===== src/rtl/rv32i_multicycle_ctrl.sv =====
`default_nettype none
// ============================================================================
// Module   : rv32i_multicycle_ctrl
// Purpose  : Multi-cycle FSM controller for the RV32I core. Sequences
//            FETCH/DECODE/EXECUTE/MEM/WRITEBACK over a shared datapath and a
//            req/ready memory, with bus timeout, illegal-opcode trap and a
//            retire strobe.
// Options  : RETIRE_CNT_EN - adds the CNT_WIDTH-bit instret counter port.
// Revision : 1.0 - initial release
// ============================================================================
module rv32i_multicycle_ctrl #(
   parameter int MEM_TIMEOUT = 16
`ifdef RETIRE_CNT_EN
   ,
   parameter int CNT_WIDTH   = 32
`endif
) (
   input  logic       clk,
   input  logic       reset_n,
   input  logic [6:0] opcode,
   input  logic [2:0] func3,
   input  logic       func7,
   input  logic       zero,
   input  logic       mem_ready,
   output logic       mem_req,
   output logic       mem_write,
   output logic       adr_src,
   output logic       ir_write,
   output logic       pc_write,
   output logic       pc_src,
   output logic [1:0] alu_src_a,
   output logic [1:0] alu_src_b,
   output logic [3:0] alu_ctrl,
   output logic       reg_write,
   output logic [1:0] mem_to_reg,
   output logic       retire,
   output logic       trap,
   output logic [1:0] trap_cause
`ifdef RETIRE_CNT_EN
   ,
   output logic [CNT_WIDTH-1:0] instret
`endif
);

   typedef enum logic [3:0] {
      S_FETCH, S_DECODE, S_EXEC_R, S_EXEC_I, S_EXEC_LUI, S_ALU_WB, S_MEM_ADR,
      S_MEM_RD, S_MEM_WB, S_MEM_WR, S_EXEC_BR, S_JAL, S_TRAP
   } state_t;

   localparam logic [3:0] ALU_ADD = 4'd0, ALU_SUB = 4'd1, ALU_AND = 4'd2,
                          ALU_OR  = 4'd3, ALU_XOR = 4'd4, ALU_SLT = 4'd5,
                          ALU_SLL = 4'd6, ALU_SRL = 4'd7, ALU_SRA = 4'd8,
                          ALU_SLTU = 4'd9;

   localparam int TW = (MEM_TIMEOUT > 1) ? $clog2(MEM_TIMEOUT) : 1;
   // Count value seen on the last allowed wait cycle; mem_ready then still wins.
   localparam logic [TW-1:0] TO_LAST = TW'((MEM_TIMEOUT > 0) ? MEM_TIMEOUT - 1 : 0);

   state_t          state_q, state_d;
   logic [TW-1:0]   tmo_q, tmo_d;
   logic [1:0]      cause_q, cause_d;
   logic            w_wait, w_expire;
   logic [3:0]      w_op_alu;

   // Waiting on memory in an access state, and the bus-timeout condition.
   always_comb begin
      w_wait   = ((state_q == S_FETCH) || (state_q == S_MEM_RD) || (state_q == S_MEM_WR))
                 && !mem_ready;
      w_expire = (MEM_TIMEOUT != 0) && w_wait && (tmo_q == TO_LAST);
   end

   // ALU operation for R/I-type; func7 only distinguishes SUB (R only) and SRA.
   always_comb begin
      w_op_alu = ALU_ADD;
      case (func3)
         3'b000: w_op_alu = (func7 && (state_q == S_EXEC_R)) ? ALU_SUB : ALU_ADD;
         3'b001: w_op_alu = ALU_SLL;
         3'b010: w_op_alu = ALU_SLT;
         3'b011: w_op_alu = ALU_SLTU;
         3'b100: w_op_alu = ALU_XOR;
         3'b101: w_op_alu = func7 ? ALU_SRA : ALU_SRL;
         3'b110: w_op_alu = ALU_OR;
         default: w_op_alu = ALU_AND;
      endcase
   end

   // Next-state and control decode; all outputs forced low while in reset.
   always_comb begin
      state_d    = state_q;
      cause_d    = cause_q;
      mem_req    = 1'b0;
      mem_write  = 1'b0;
      adr_src    = 1'b0;
      ir_write   = 1'b0;
      pc_write   = 1'b0;
      pc_src     = 1'b0;
      alu_src_a  = 2'd0;
      alu_src_b  = 2'd0;
      alu_ctrl   = ALU_ADD;
      reg_write  = 1'b0;
      mem_to_reg = 2'd0;
      retire     = 1'b0;
      trap       = 1'b0;
      trap_cause = cause_q;
      case (state_q)
         S_FETCH: begin
            mem_req = 1'b1;
            if (mem_ready) begin
               ir_write = 1'b1;
               pc_write = 1'b1;
               state_d  = S_DECODE;
            end else if (w_expire) begin
               state_d = S_TRAP;
               cause_d = 2'd2;
            end
         end
         S_DECODE: begin
            alu_src_a = 2'd1;
            alu_src_b = 2'd1;
            case (opcode)
               7'b0110011: state_d = S_EXEC_R;
               7'b0010011: state_d = S_EXEC_I;
               7'b0000011,
               7'b0100011: state_d = S_MEM_ADR;
               7'b1100011: state_d = S_EXEC_BR;
               7'b1101111: state_d = S_JAL;
               7'b0110111: state_d = S_EXEC_LUI;
               default: begin
                  state_d = S_TRAP;
                  cause_d = 2'd1;
               end
            endcase
         end
         S_EXEC_R: begin
            alu_ctrl = w_op_alu;
            state_d  = S_ALU_WB;
         end
         S_EXEC_I: begin
            alu_src_b = 2'd1;
            alu_ctrl  = w_op_alu;
            state_d   = S_ALU_WB;
         end
         S_EXEC_LUI: begin
            alu_src_a = 2'd2;
            alu_src_b = 2'd1;
            state_d   = S_ALU_WB;
         end
         S_ALU_WB: begin
            reg_write = 1'b1;
            retire    = 1'b1;
            state_d   = S_FETCH;
         end
         S_MEM_ADR: begin
            alu_src_b = 2'd1;
            state_d   = (opcode == 7'b0000011) ? S_MEM_RD : S_MEM_WR;
         end
         S_MEM_RD: begin
            mem_req = 1'b1;
            adr_src = 1'b1;
            if (mem_ready) begin
               state_d = S_MEM_WB;
            end else if (w_expire) begin
               state_d = S_TRAP;
               cause_d = 2'd2;
            end
         end
         S_MEM_WB: begin
            reg_write  = 1'b1;
            mem_to_reg = 2'd1;
            retire     = 1'b1;
            state_d    = S_FETCH;
         end
         S_MEM_WR: begin
            mem_req   = 1'b1;
            mem_write = 1'b1;
            adr_src   = 1'b1;
            if (mem_ready) begin
               retire  = 1'b1;
               state_d = S_FETCH;
            end else if (w_expire) begin
               state_d = S_TRAP;
               cause_d = 2'd2;
            end
         end
         S_EXEC_BR: begin
            alu_ctrl = ALU_SUB;
            if (func3 == 3'b000 || func3 == 3'b001) begin
               // BEQ taken on zero, BNE taken on !zero; target was formed in DECODE.
               pc_write = (func3 == 3'b000) ? zero : !zero;
               pc_src   = pc_write;
               retire   = 1'b1;
               state_d  = S_FETCH;
            end else begin
               state_d = S_TRAP;
               cause_d = 2'd1;
            end
         end
         S_JAL: begin
            pc_write   = 1'b1;
            pc_src     = 1'b1;
            reg_write  = 1'b1;
            mem_to_reg = 2'd2;
            retire     = 1'b1;
            state_d    = S_FETCH;
         end
         S_TRAP: begin
            trap = 1'b1;
         end
         default: state_d = S_FETCH;
      endcase
      if (!reset_n) begin
         mem_req    = 1'b0;
         mem_write  = 1'b0;
         adr_src    = 1'b0;
         ir_write   = 1'b0;
         pc_write   = 1'b0;
         pc_src     = 1'b0;
         alu_src_a  = 2'd0;
         alu_src_b  = 2'd0;
         alu_ctrl   = 4'd0;
         reg_write  = 1'b0;
         mem_to_reg = 2'd0;
         retire     = 1'b0;
         trap       = 1'b0;
         trap_cause = 2'd0;
      end
      // Wait counter restarts on every state change.
      tmo_d = (state_d != state_q) ? '0 : (w_wait ? tmo_q + 1'b1 : tmo_q);
   end

   // State, wait counter and sticky trap cause registers.
   always_ff @(posedge clk) begin
      if (!reset_n) begin
         state_q <= S_FETCH;
         tmo_q   <= '0;
         cause_q <= 2'd0;
      end else begin
         state_q <= state_d;
         tmo_q   <= tmo_d;
         cause_q <= cause_d;
      end
   end

`ifdef RETIRE_CNT_EN
   logic [CNT_WIDTH-1:0] instret_q;

   // Retired-instruction counter, wraps naturally.
   always_ff @(posedge clk) begin
      if (!reset_n) begin
         instret_q <= '0;
      end else if (retire) begin
         instret_q <= instret_q + 1'b1;
      end
   end

   assign instret = instret_q;
`endif

endmodule
`default_nettype wire


===== config.mk =====
export PLATFORM = sky130hd
export DESIGN_NAME = rv32i_multicycle_ctrl
export DESIGN_NICKNAME = d
export VERILOG_FILES = /design/src/rtl/rv32i_multicycle_ctrl.sv
export SDC_FILE = /design/constraint.sdc
export NUM_CORES = 1
export LEC_CHECK = 0
export BUFFER_PORTS_ARGS = -buffer_cell sky130_fd_sc_hd__buf_2
export CORE_MARGIN = 4
export CORE_UTILIZATION = 38
export DETAILED_ROUTE_END_ITERATION = 10
export PLACE_DENSITY = 0.64
export SYNTH_ARGS = -nofsm -noshare
export SYNTH_HDL_FRONTEND = slang
export SYNTH_SLANG_ARGS = --single-unit

===== constraint.sdc =====
create_clock -name clk -period 3.2 [get_ports clk]
set_clock_uncertainty 0.2 [all_clocks]
set_input_delay 0.16 -clock clk [delete_from_list [all_inputs] [get_ports clk]]
set_output_delay 0.16 -clock clk [all_outputs]
set_load 0.01 [all_outputs]

**Yosys cells after proc, flatten, opt, wreduce, memory -nomap -nowiden**

Cells that the tools add are included.

- Flip-flop bits (word level): 10
- Output and inout bits: 21
- Logic and storage cells: 104

- Add/sub/neg operators: 1
- Equality and inequality tests: 31
- Multiplexer cells: 47
- Bitwise logic cells: 1
- Reductions and logical operators: 21

Operators with widths:

| kind | count |
|---|---|
| $mux 4 | 8 |
| $pmux 4 s8 | 1 |
| $pmux 4 s7 | 1 |
| $eq 4x4->1 const B | 6 |
| $pmux 4 s6 | 1 |
| $eq 7x6->1 const B | 3 |
| $mux 1 | 21 |
| $eq 4x3->1 const B | 4 |
| $mux 2 | 8 |
| $eq 7x7->1 const B | 2 |
| $eq 3x3->1 const B | 3 |
| $reduce_or 3->1 | 3 |
| $eq 4x2->1 const B | 2 |
| $pmux 2 s2 | 2 |
| $pmux 4 s2 | 1 |
| $reduce_or 2->1 | 4 |
| $eq 7x2->1 const B | 1 |
| $eq 7x5->1 const B | 1 |
| $reduce_or 7->1 | 1 |
| $eq 3x2->1 const B | 2 |
| $ne 2x2->1 const B | 3 |
| $pmux 1 s3 | 2 |
| $pmux 2 s3 | 1 |
| $reduce_and 5->1 | 1 |
| other kinds (14) | 19 |

**Longest topological paths before layout**

Gate-level depths: netlist (run 1).

- Depth in word-level cells: 10
- Gate-level depth with buffers: 6

**Least setup slack after synthesis (run 1)**

No wires, ideal clock.

- Path kind: register -> register
- Start: register state_q[1]
- End: register tmo_q[0]
- Library setup time: 112 ps
- Arrival: 1792 ps
- Required time: 2888 ps
- Setup slack: 1096 ps
- Cell stages (with the launch flop): 7
- Period minus slack after synthesis: 2104 ps
- Cells stage by stage: dfxtp_1 > buf_6 > or3b_4 > a21o_1 > a211oi_2 > o31ai_1 > a2111oi_1

- Word-level cells in the longest chain between the ends: 10

Ends and longest elaborated chain:

| what | RTL line | text |
|---|---|---|
| start: declaration | 59 | `state_t state_q, state_d;` |
| start signal: assignment | 238 | `state_q <= state_d;` |
| $eq 4x3->1 or $logic_not 4->1 (tied branches) | 67, 105 |  |
| $logic_or 1x1->1 (2 in series) | 67 | `w_wait = ((state_q == S_FETCH) \|\| (state_q == S_MEM_RD) \|\| (state_q == S_MEM_WR))` |
| $logic_and 1x1->1 | 68 | `&& !mem_ready;` |
| $logic_and 1x1->1 | 69 | `w_expire = (MEM_TIMEOUT != 0) && w_wait && (tmo_q == TO_LAST);` |
| $mux 4 | 112, 162, 180 |  |
| $mux 4 (on tied branches) | 177, 108, 160 |  |
| $pmux 4 s8 | 105 | `case (state_q)` |
| $ne 4x4->1 | 228 | `tmo_d = (state_d != state_q) ? '0 : (w_wait ? tmo_q + 1'b1 : tmo_q);` |
| $reduce_or 2->1 (no source line) | n/a |  |
| end signal: assignment | 239 | `tmo_q <= tmo_d;` |
| end: declaration | 60 | `logic [TW-1:0] tmo_q, tmo_d;` |

Several ways; a longest one is shown, not always the timed one.
A chain may end at the register's enable or synchronous reset.

**Final worst setup path (run 1)**

- Start: register state_q[3]
- End: register tmo_q[2]

Same word-level chain as after synthesis.

==> results of run 1 <==
## cell usage after synthesis (3+ instances only)
cell	instances	area share, %
nor2b_1	4	2.2
nand2b_1	4	2.2
and2_1	3	1.6
nor3_1	9	3.9
a21oi_1	12	5.2
clkbuf_1	6	2.0
xnor2_1	5	3.8
nand3_1	6	2.6
dfxtp_1	10	17
and3_1	4	2.2
nor2_1	20	6.5
a2111oi_1	4	3.5
o21ai_0	10	4.3
inv_1	5	1.6
nand2_1	8	2.6
## routing by layer
metal  track usage [%]  up-vias  routed length (um)
met5                 0        -                   0
met4              4.68        0                  28
met3              3.96        6                 270
met2              27.3       55                1530
met1              21.3      616                1370
li1                  -      659                   -
## logic make-up (layout without fill, tap and decap cells)
group / after synthesis / in the layout
AND/OR/NAND/NOR: 77 / 77
AO/OA/AOI/OAI: 49 / 49
buffers and inverters: 16 / 43
flip-flops: 10 / 10
XOR/XNOR: 7 / 7
multiplexers: 2 / 2
adder cells (fa/ha/maj): 1 / 1
other: 1 / 1
## final cells by class
cell class	count	area share, %
clock buffer	3	1.70
inverter	6	1.70
sequential	10	15.1
multi-input combinational	137	65.7
timing repair buffer	34	12.8
tap	31	2.93
## sequential cells by signal, indices dropped and copies added, names as in the netlist
signal   cells
cause_q      2
state_q      4
tmo_q        4
## worst max-delay path, delay by kind of cell (launching register included)
family / cells / cell delay (ns)
and+or+nand+nor: 1 / 0.46
DFF: 1 / 0.64
AOI/OAI and AO/OA: 4 / 1.19
## per-stage QoR
step / instances / instance area, um2 / power [uW]
after floorplan: 163 / 1150 / 259
after global placement: 218 / 1300 / 299
after detailed placement: 218 / 1300 / 301
after CTS: 221 / 1330 / 384
after global routing: 221 / 1330 / 416
final: 221 / 1330 / 384
## worst max-delay path by stage
stage | from | to | slack, ns | cells past startpoint
after global routing | state_q[3] | tmo_q[0] | 0.25 | 5
after detailed placement | state_q[3] | tmo_q[1] | 0.60 | 5
after floorplan | state_q[1] | tmo_q[0] | 1.10 | 6
after CTS | state_q[3] | tmo_q[2] | 0.59 | 5
after global placement | state_q[3] | tmo_q[0] | 0.71 | 5
final | state_q[3] | tmo_q[2] | 0.60 | 5
## where the power goes
part | internal (uW) | switching [uW] | total [uW]
sequential | 132 | 19.9 | 152
clock | 43.3 | 40.3 | 83.6
combinational | 63.7 | 85.5 | 149
==> results.py, run 1 <==
metrics = {
    "hold_path": {
        "holdPathEnd": "cause_q[0]",
        "hold_path_class": "primary input to register",
        "hp-start": "reset_n",
        "holdPathStages": 2,
    },
    "run": {
        "max_cap_violations": 0,
    },
    "clocking": {
        "clkSinkCount": 10,
        "clock_path_buffers": 2,
        "cts-root-buf": "clkbuf_4",
        "htreeDepth": 1,
        "clkTransAtPathRegs_ns": 0.06,
        "cts_hold_buf": 0,
        "cts_resized": 0,
        "insertion_delay_ns": 0.26,
        "cts_tree": "built",
        "cts_made_buffers": 3,
        "cts_setup_buffers": 0,
    },
    "drt": {
        "via_per_inst": 6.05,
        "routed_wl_um": 3200,
        "drc": 0,
        "dr_total_vias": 1336,
        "first_iter_violations": 74,
        "firstDrtPassIters": 4,
        "wl_per_cell_um": 14.5,
        "ant_nets": 0,
    },
    "critical_path": {
        "slowest_delay_ns": 0.64,
        "cp_max_fo": 17,
        "cp-start-kind": "register",
        "worstPathCellList": "or3b_4, a21o_1, a211oi_2, o31ai_1, a2111oi_1",
        "cp_slowest_cell": "dfxtp_1",
        "cp-end-kind": "register",
        "r2r-end": "tmo_q[2]",
        "worstPathRequired_ns": 3.14,
        "r2r_start": "state_q[3]",
        "reg2reg_slack_ns": 0.60,
        "reg2reg_depth": 5,
        "path_class": "register to register",
        "worstPathArrival_ns": 2.54,
    },
    "global_routing": {
        "antenna_found_initial": 0,
        "grt_pass1_wl_um": 5480,
        "grt_pass1_vias": 1237,
        "grt_max_degree": 19,
        "grtUsageTotal_pct": 16.5,
        "grt-ovfl-total": 0,
    },
    "finish": {
        "layout_commonest_cell": "buf_2",
        "fillers": 285,
        "multiInputGateArea_um2": 871,
        "n_antenna_cell": 0,
        "regArea_um2": 200,
        "fin_util_pct": 46.8,
        "final_cell_mix": "34 x buf_2, 20 x nor2_1, 12 x a21oi_1, 10 x o21ai_0, 10 x dfxtp_1",
        "drive_gt1_share_pct": 22.6,
        "area_delta_synth_final_pct": 15.1,
        "nets": 208,
    },
    "logic_synthesis": {
        "muxShareOfSynthArea_pct": 1.74,
        "yosys_most_used_dff": "dfxtp_1",
        "postSynthCellCount": 163,
        "yosys.area_share.simple_pct": 37.2,
        "synth_top_family_by_area": "simple AND/OR/NAND/NOR gates",
        "synth_area_per_cell_um2": 7.06,
        "synth_nets": 179,
        "synth_seq_cells": 10,
        "ys_async_sr_fraction_pct": 0,
        "yosysSeqAreaShare_pct": 17.4,
        "synth_compound_area_share_pct": 30.0,
        "synth_fa_ha_area_share_pct": 1.09,
        "yosysWarnings": 0,
        "synth_xor_area_share_pct": 5.33,
        "synth-edff-count": 0,
        "synthDistinctLibCells": 56,
        "syn_area_um2": 1150,
    },
    "timing": {
        "fmax_ghz": 0.385,
        "whs_ns": 0.0473,
        "rsz0062_at_grt": "no",
        "setup_tns_ns": 0,
        "fin_crit_ns": 2.60,
        "drv_slew": 0,
        "hold_violations": 0,
        "setup_viol": 0,
        "maxSlewHeadroom_pct": 59.1,
        "worst_pin_slew_ns": 0.613,
        "finalWorstSetupSlack_ns": 0.602,
        "post-route-period-util_pct": 81.2,
    },
    "power": {
        "vdd_drop_max_mv": 0.204,
        "p_leak_uw": 0.000550,
        "powerDensity_nw_per_um2": 290,
    },
    "die": {
        "core_area_um2": 2830,
        "die_h_um": 63.0,
        "io_pins": 36,
        "die_area_um2": 3970,
        "die_w_um": 63.0,
        "rows": 19,
        "start_util_pct": 40.7,
    },
    "placed_design": {
        "port_buffers": 34,
        "place_ws_ns": 0.598,
        "finalWeightedCongestion": 0.816,
        "post-dp-hpwl_um": 2500,
    },
    "outcome": {
        "status": "complete, no violations",
    },
}
(Power assumes the default switching activity.)
==> run 2: changes to the inputs <==
==> constraint.sdc (replaced) <==
create_clock -name clk -period 2.62 [get_ports clk]
set_clock_uncertainty 0.2 [all_clocks]
set_input_delay 0.131 -clock clk [delete_from_list [all_inputs] [get_ports clk]]
set_output_delay 0.131 -clock clk [all_outputs]
set_load 0.01 [all_outputs]
==> run 2 against run 1 <==
Against the previous run: register-to-register slack worse by 0.38 ns; sequential power is 20% higher; final cell count is 2.3% higher; global-route usage is 0.050 points higher; fmax is 8.2% higher; combinational power is 34% higher; count of clock-buffer cells in the layout stayed put; first-iteration DRC count is 35% higher; largest cell class unchanged; highest routed layer unchanged.
==> results.py, run 2 (same netlist as run 1, synthesis figures left out) <==
metrics = {
    "timing": {
        "hold_violations": 0,
        "post-route-period-util_pct": 91.7,
        "maxSlewHeadroom_pct": 60.9,
        "fin_crit_ns": 2.40,
        "setup_viol": 0,
        "drv_slew": 0,
        "worst_pin_slew_ns": 0.582,
        "whs_ns": 0.0169,
        "fmax_ghz": 0.416,
    },
    "outcome": {
        "status": "complete, no violations",
    },
    "placed_design": {
        "post-dp-hpwl_um": 2540,
        "placed_area_um2": 1340,
        "port_buffers": 34,
        "finalWeightedCongestion": 0.838,
    },
    "drt": {
        "first_iter_violations": 100,
        "drc": 0,
        "firstDrtPassIters": 4,
        "ant_nets": 0,
        "wl_per_cell_um": 14.6,
        "via_per_inst": 5.92,
        "routed_wl_um": 3300,
        "dr_total_vias": 1338,
    },
    "die": {
        "die_w_um": 63.0,
        "die_h_um": 63.0,
        "start_util_pct": 40.7,
        "core_area_um2": 2830,
        "die_area_um2": 3970,
        "rows": 19,
        "io_pins": 36,
    },
    "hold_path": {
        "holdPathStages": 2,
        "hold_path_class": "primary input to register",
    },
    "clocking": {
        "clkSinkCount": 10,
        "cts_tree": "built",
        "cts_hold_buf": 0,
        "insertion_delay_ns": 0.27,
        "cts-root-buf": "clkbuf_4",
        "htreeDepth": 1,
        "cts_resized": 0,
        "clkTransAtPathRegs_ns": 0.06,
        "cts_setup_buffers": 0,
        "cts_made_buffers": 3,
        "clock_path_buffers": 2,
    },
    "run": {
        "max_cap_violations": 0,
    },
    "finish": {
        "reg_top3": "state_q (4), tmo_q (4), cause_q (2)",
        "fin_area_um2": 1380,
        "drive_gt1_share_pct": 26.2,
        "nets": 213,
        "area_delta_synth_final_pct": 19.7,
        "final_cell_mix": "34 x buf_2, 20 x nor2_1, 12 x a21oi_1, 10 x o21ai_0, 9 x nor3_1",
        "layout_commonest_cell": "buf_2",
        "n_antenna_cell": 0,
        "fin_util_pct": 48.7,
    },
    "global_routing": {
        "grt_pass1_wl_um": 5550,
        "grtUsageTotal_pct": 16.6,
        "grt_pass1_vias": 1247,
        "grt_max_degree": 18,
        "grt-ovfl-total": 0,
        "antenna_found_initial": 0,
    },
    "critical_path": {
        "path_class": "register to register",
        "cp_max_fo": 11,
        "worstPathRequired_ns": 2.57,
        "reg2reg_depth": 6,
        "cp-end-kind": "register",
        "cp-start-kind": "register",
        "worstPathArrival_ns": 2.35,
    },
    "power": {
        "vdd_drop_max_mv": 0.272,
        "p_sw_share_pct": 38.2,
        "powerDensity_nw_per_um2": 353,
        "internal_power_uw": 300,
        "p_leak_uw": 0.000576,
        "clockPowerShare_pct": 21.3,
        "p_comb_share_pct": 41.2,
        "p_sw_uw": 185,
        "p_seq_share_pct": 37.5,
        "finalPower_uw": 486,
    },
}
## run 2: critical path: stages, from the launching register on
cell and delay (ns):
dfxtp_1 0.39, buf_4 0.20, or4b_1 0.57, nor2_1 0.15, a222oi_1 0.14, xnor2_1 0.23
a2111oi_1 0.40
## run 2: final timing paths
path	start	end	slack, ns
max reg2reg	state_q[3]	tmo_q[3]	0.22
max	state_q[3]	tmo_q[3]	0.22
min reg2reg	cause_q[1]	cause_q[1]	0.31
min	reset_n	cause_q[0]	0.02
## run 2: final cells by class
type,count,area (um2)
repair buffers,39,208
inverters,6,22.5
multi-input cells,137,883
fillers,303,1450
clock buffers,3,22.5
flip-flops and latches,10,203
well taps,31,38.8
## run 2: stage by stage
step                setup TNS [ns]  worst slack, ns  instances
CTS                              0           0.0885        226
global placement                 0            0.283        223
finish                           0            0.218        226
detailed placement               0            0.108        223
global route            -0.0000235       -0.0000235        226
floorplan                        0            0.516        163
## run 2: metal layers
metal	track usage, %	vias to the layer above	wire length (um)
met3	2.88	6	203
li1	-	671	-
met4	5.23	0	34
met1	21.9	608	1500
met5	0	-	0
met2	27.1	53	1560
## run 2: power groups by stage
stage	combinational (uW)	sequential, uW	clock, uW
finish	200	182	103
global route	222	185	115
CTS	195	181	104
detailed placement	193	184	0
global placement	190	183	0
floorplan	145	171	0
==> run 3: changes to the inputs <==
--- a/config.mk
+++ b/config.mk
@@ -8,6 +8,7 @@
 export BUFFER_PORTS_ARGS = -buffer_cell sky130_fd_sc_hd__buf_2
 export CORE_MARGIN = 4
 export CORE_UTILIZATION = 38
+export CTS_CLUSTER_SIZE = 14
 export DETAILED_ROUTE_END_ITERATION = 10
 export PLACE_DENSITY = 0.64
 export SYNTH_ARGS = -nofsm -noshare
==> constraint.sdc (replaced) <==
create_clock -name clk -period 2.62 [get_ports clk]
set_clock_uncertainty 0.2 [all_clocks]
set_input_delay 0 -clock clk [delete_from_list [all_inputs] [get_ports clk]]
set_output_delay 0 -clock clk [all_outputs]
set_load 0.01 [all_outputs]
==> run 3 against run 2 <==
Against the previous run: the run now ends with negative hold slack left; fmax down 0.15%; largest power group unchanged; flip-flop and latch count is the same; worst setup slack worse by 0.0036 ns.
==> results.py, run 3 (same netlist as run 1, synthesis figures left out) <==
metrics = {
    "die": {
        "die_w_um": 63.0,
        "die_area_um2": 3970,
        "io_pins": 36,
        "start_util_pct": 40.7,
        "die_h_um": 63.0,
        "rows": 19,
        "core_area_um2": 2830,
    },
    "finish": {
        "nets": 214,
        "final_cell_mix": "34 x buf_2, 20 x nor2_1, 12 x a21oi_1, 10 x o21ai_0, 9 x nor3_1",
        "layout_commonest_cell": "buf_2",
        "n_antenna_cell": 0,
        "reg_top3": "state_q (4), tmo_q (4), cause_q (2)",
        "area_delta_synth_final_pct": 20.5,
        "drive_gt1_share_pct": 26.0,
        "fin_cells": 227,
    },
    "clocking": {
        "clock_path_buffers": 2,
        "cts_tree": "built",
        "cts-root-buf": "clkbuf_4",
        "cts_made_buffers": 3,
        "htreeDepth": 1,
        "insertion_delay_ns": 0.27,
        "cts_setup_buffers": 0,
        "clkSinkCount": 10,
        "clkTransAtPathRegs_ns": 0.06,
    },
    "critical_path": {
        "cp-end-kind": "register",
        "cp-start-kind": "register",
        "r2r-end": "tmo_q[3]",
        "reg2reg_depth": 6,
        "worstPathArrival_ns": 2.35,
        "cp_max_fo": 11,
        "reg2reg_slack_ns": 0.21,
        "worstPathRequired_ns": 2.57,
        "path_class": "register to register",
        "r2r_start": "state_q[3]",
        "crit_path_start": "state_q[3]",
        "cp-endpoint": "tmo_q[3]",
    },
    "timing": {
        "hold_violations": 1,
        "post-route-period-util_pct": 91.8,
        "finalWorstSetupSlack_ns": 0.215,
        "maxSlewHeadroom_pct": 62.3,
        "worst_pin_slew_ns": 0.561,
        "whs_ns": -0.00371,
        "fin_crit_ns": 2.41,
        "drv_slew": 0,
        "fmax_ghz": 0.416,
        "setup_viol": 0,
    },
    "outcome": {
        "status": "complete, but fails checks",
        "violations": "negative hold slack",
    },
    "placed_design": {
        "finalWeightedCongestion": 0.838,
        "place_ws_ns": 0.108,
        "place.detailed.instances": 223,
        "post-dp-hpwl_um": 2540,
        "port_buffers": 34,
    },
    "drt": {
        "dr_total_vias": 1344,
        "drc": 0,
        "ant_nets": 0,
        "wl_per_cell_um": 14.6,
        "via_per_inst": 5.92,
        "firstDrtPassIters": 4,
        "routed_wl_um": 3310,
        "first_iter_violations": 88,
    },
    "hold_path": {
        "hold_path_class": "primary input to register",
    },
    "global_routing": {
        "grt_max_degree": 18,
        "grt_pass1_wl_um": 5550,
        "antenna_found_initial": 0,
        "grt_pass1_vias": 1253,
        "grt-ovfl-total": 0,
        "grtUsageTotal_pct": 16.6,
    },
    "power": {
        "powerDensity_nw_per_um2": 351,
        "p_leak_uw": 0.000580,
        "vdd_drop_max_mv": 0.273,
    },
    "run": {
        "max_cap_violations": 0,
    },
}
-- run 3: changes by cell type in the layout (fill, tap and decap cells not counted), sizes merged --
cell,before,now
dlygate4sd3,0,1
-- run 3: how the worst min path moves through the flow --
| stage | start | endpoint | cells past startpoint |
|---|---|---|---|
| finish | opcode[0] | state_q[1] | 5 |
| global route | opcode[0] | state_q[1] | 5 |
| floorplan | func3[0] | alu_ctrl[3] | 1 |
| CTS | opcode[0] | state_q[1] | 5 |
| detailed placement | reset_n | cause_q[0] | 2 |
| global placement | reset_n | cause_q[0] | 2 |
-- run 3: layer usage --
metal	routed length, um	global-route usage [%]
met4	34	5.23
met3	240	2.88
met2	1550	27.1
met1	1490	21.9
met5	0	0
-- run 3: what timing repair did --
| action | in CTS | in global routing |
|---|---|---|
| endpoints found under the hold margin | 2 | 0 |
| setup endpoints to repair | 0 | 4 |
| hold buffers | 1 | 0 |
| gates resized for setup | 0 | 4 |
-- run 3: layout make-up --
type                    instances  area, um2
well taps                      31       38.8
multi-input cells             137        883
inverters                       6       22.5
flip-flops and latches         10        203
fillers                       302       1440
clock buffers                   3       22.5
repair buffers                 40        218
-- run 3: critical path: stages (launching register included) --
cell       delay (ns)
dfxtp_1          0.39
buf_4            0.20
or4b_1           0.57
nor2_1           0.15
a222oi_1         0.13
xnor2_1          0.23
a2111oi_1        0.40
-- run 3: power breakdown --
group          switching [uW]  leakage [uW]  internal, uW
combinational             115      0.000484          86.2
sequential               20.2     0.0000820           162
clock                    50.5     0.0000138          53.0
-- run 3: metrics by stage --
stage                     setup TNS (ns)  cell area [um2]  total power, uW  utilization [%]
after floorplan                        0             1150              316                -
after global placement                 0             1340              373             47.4
after detailed placement               0             1340              377             47.4
after CTS                              0             1370              481             48.5
after global routing          -0.0000235             1390              523             49.0
final                                  0             1390              487             49.0
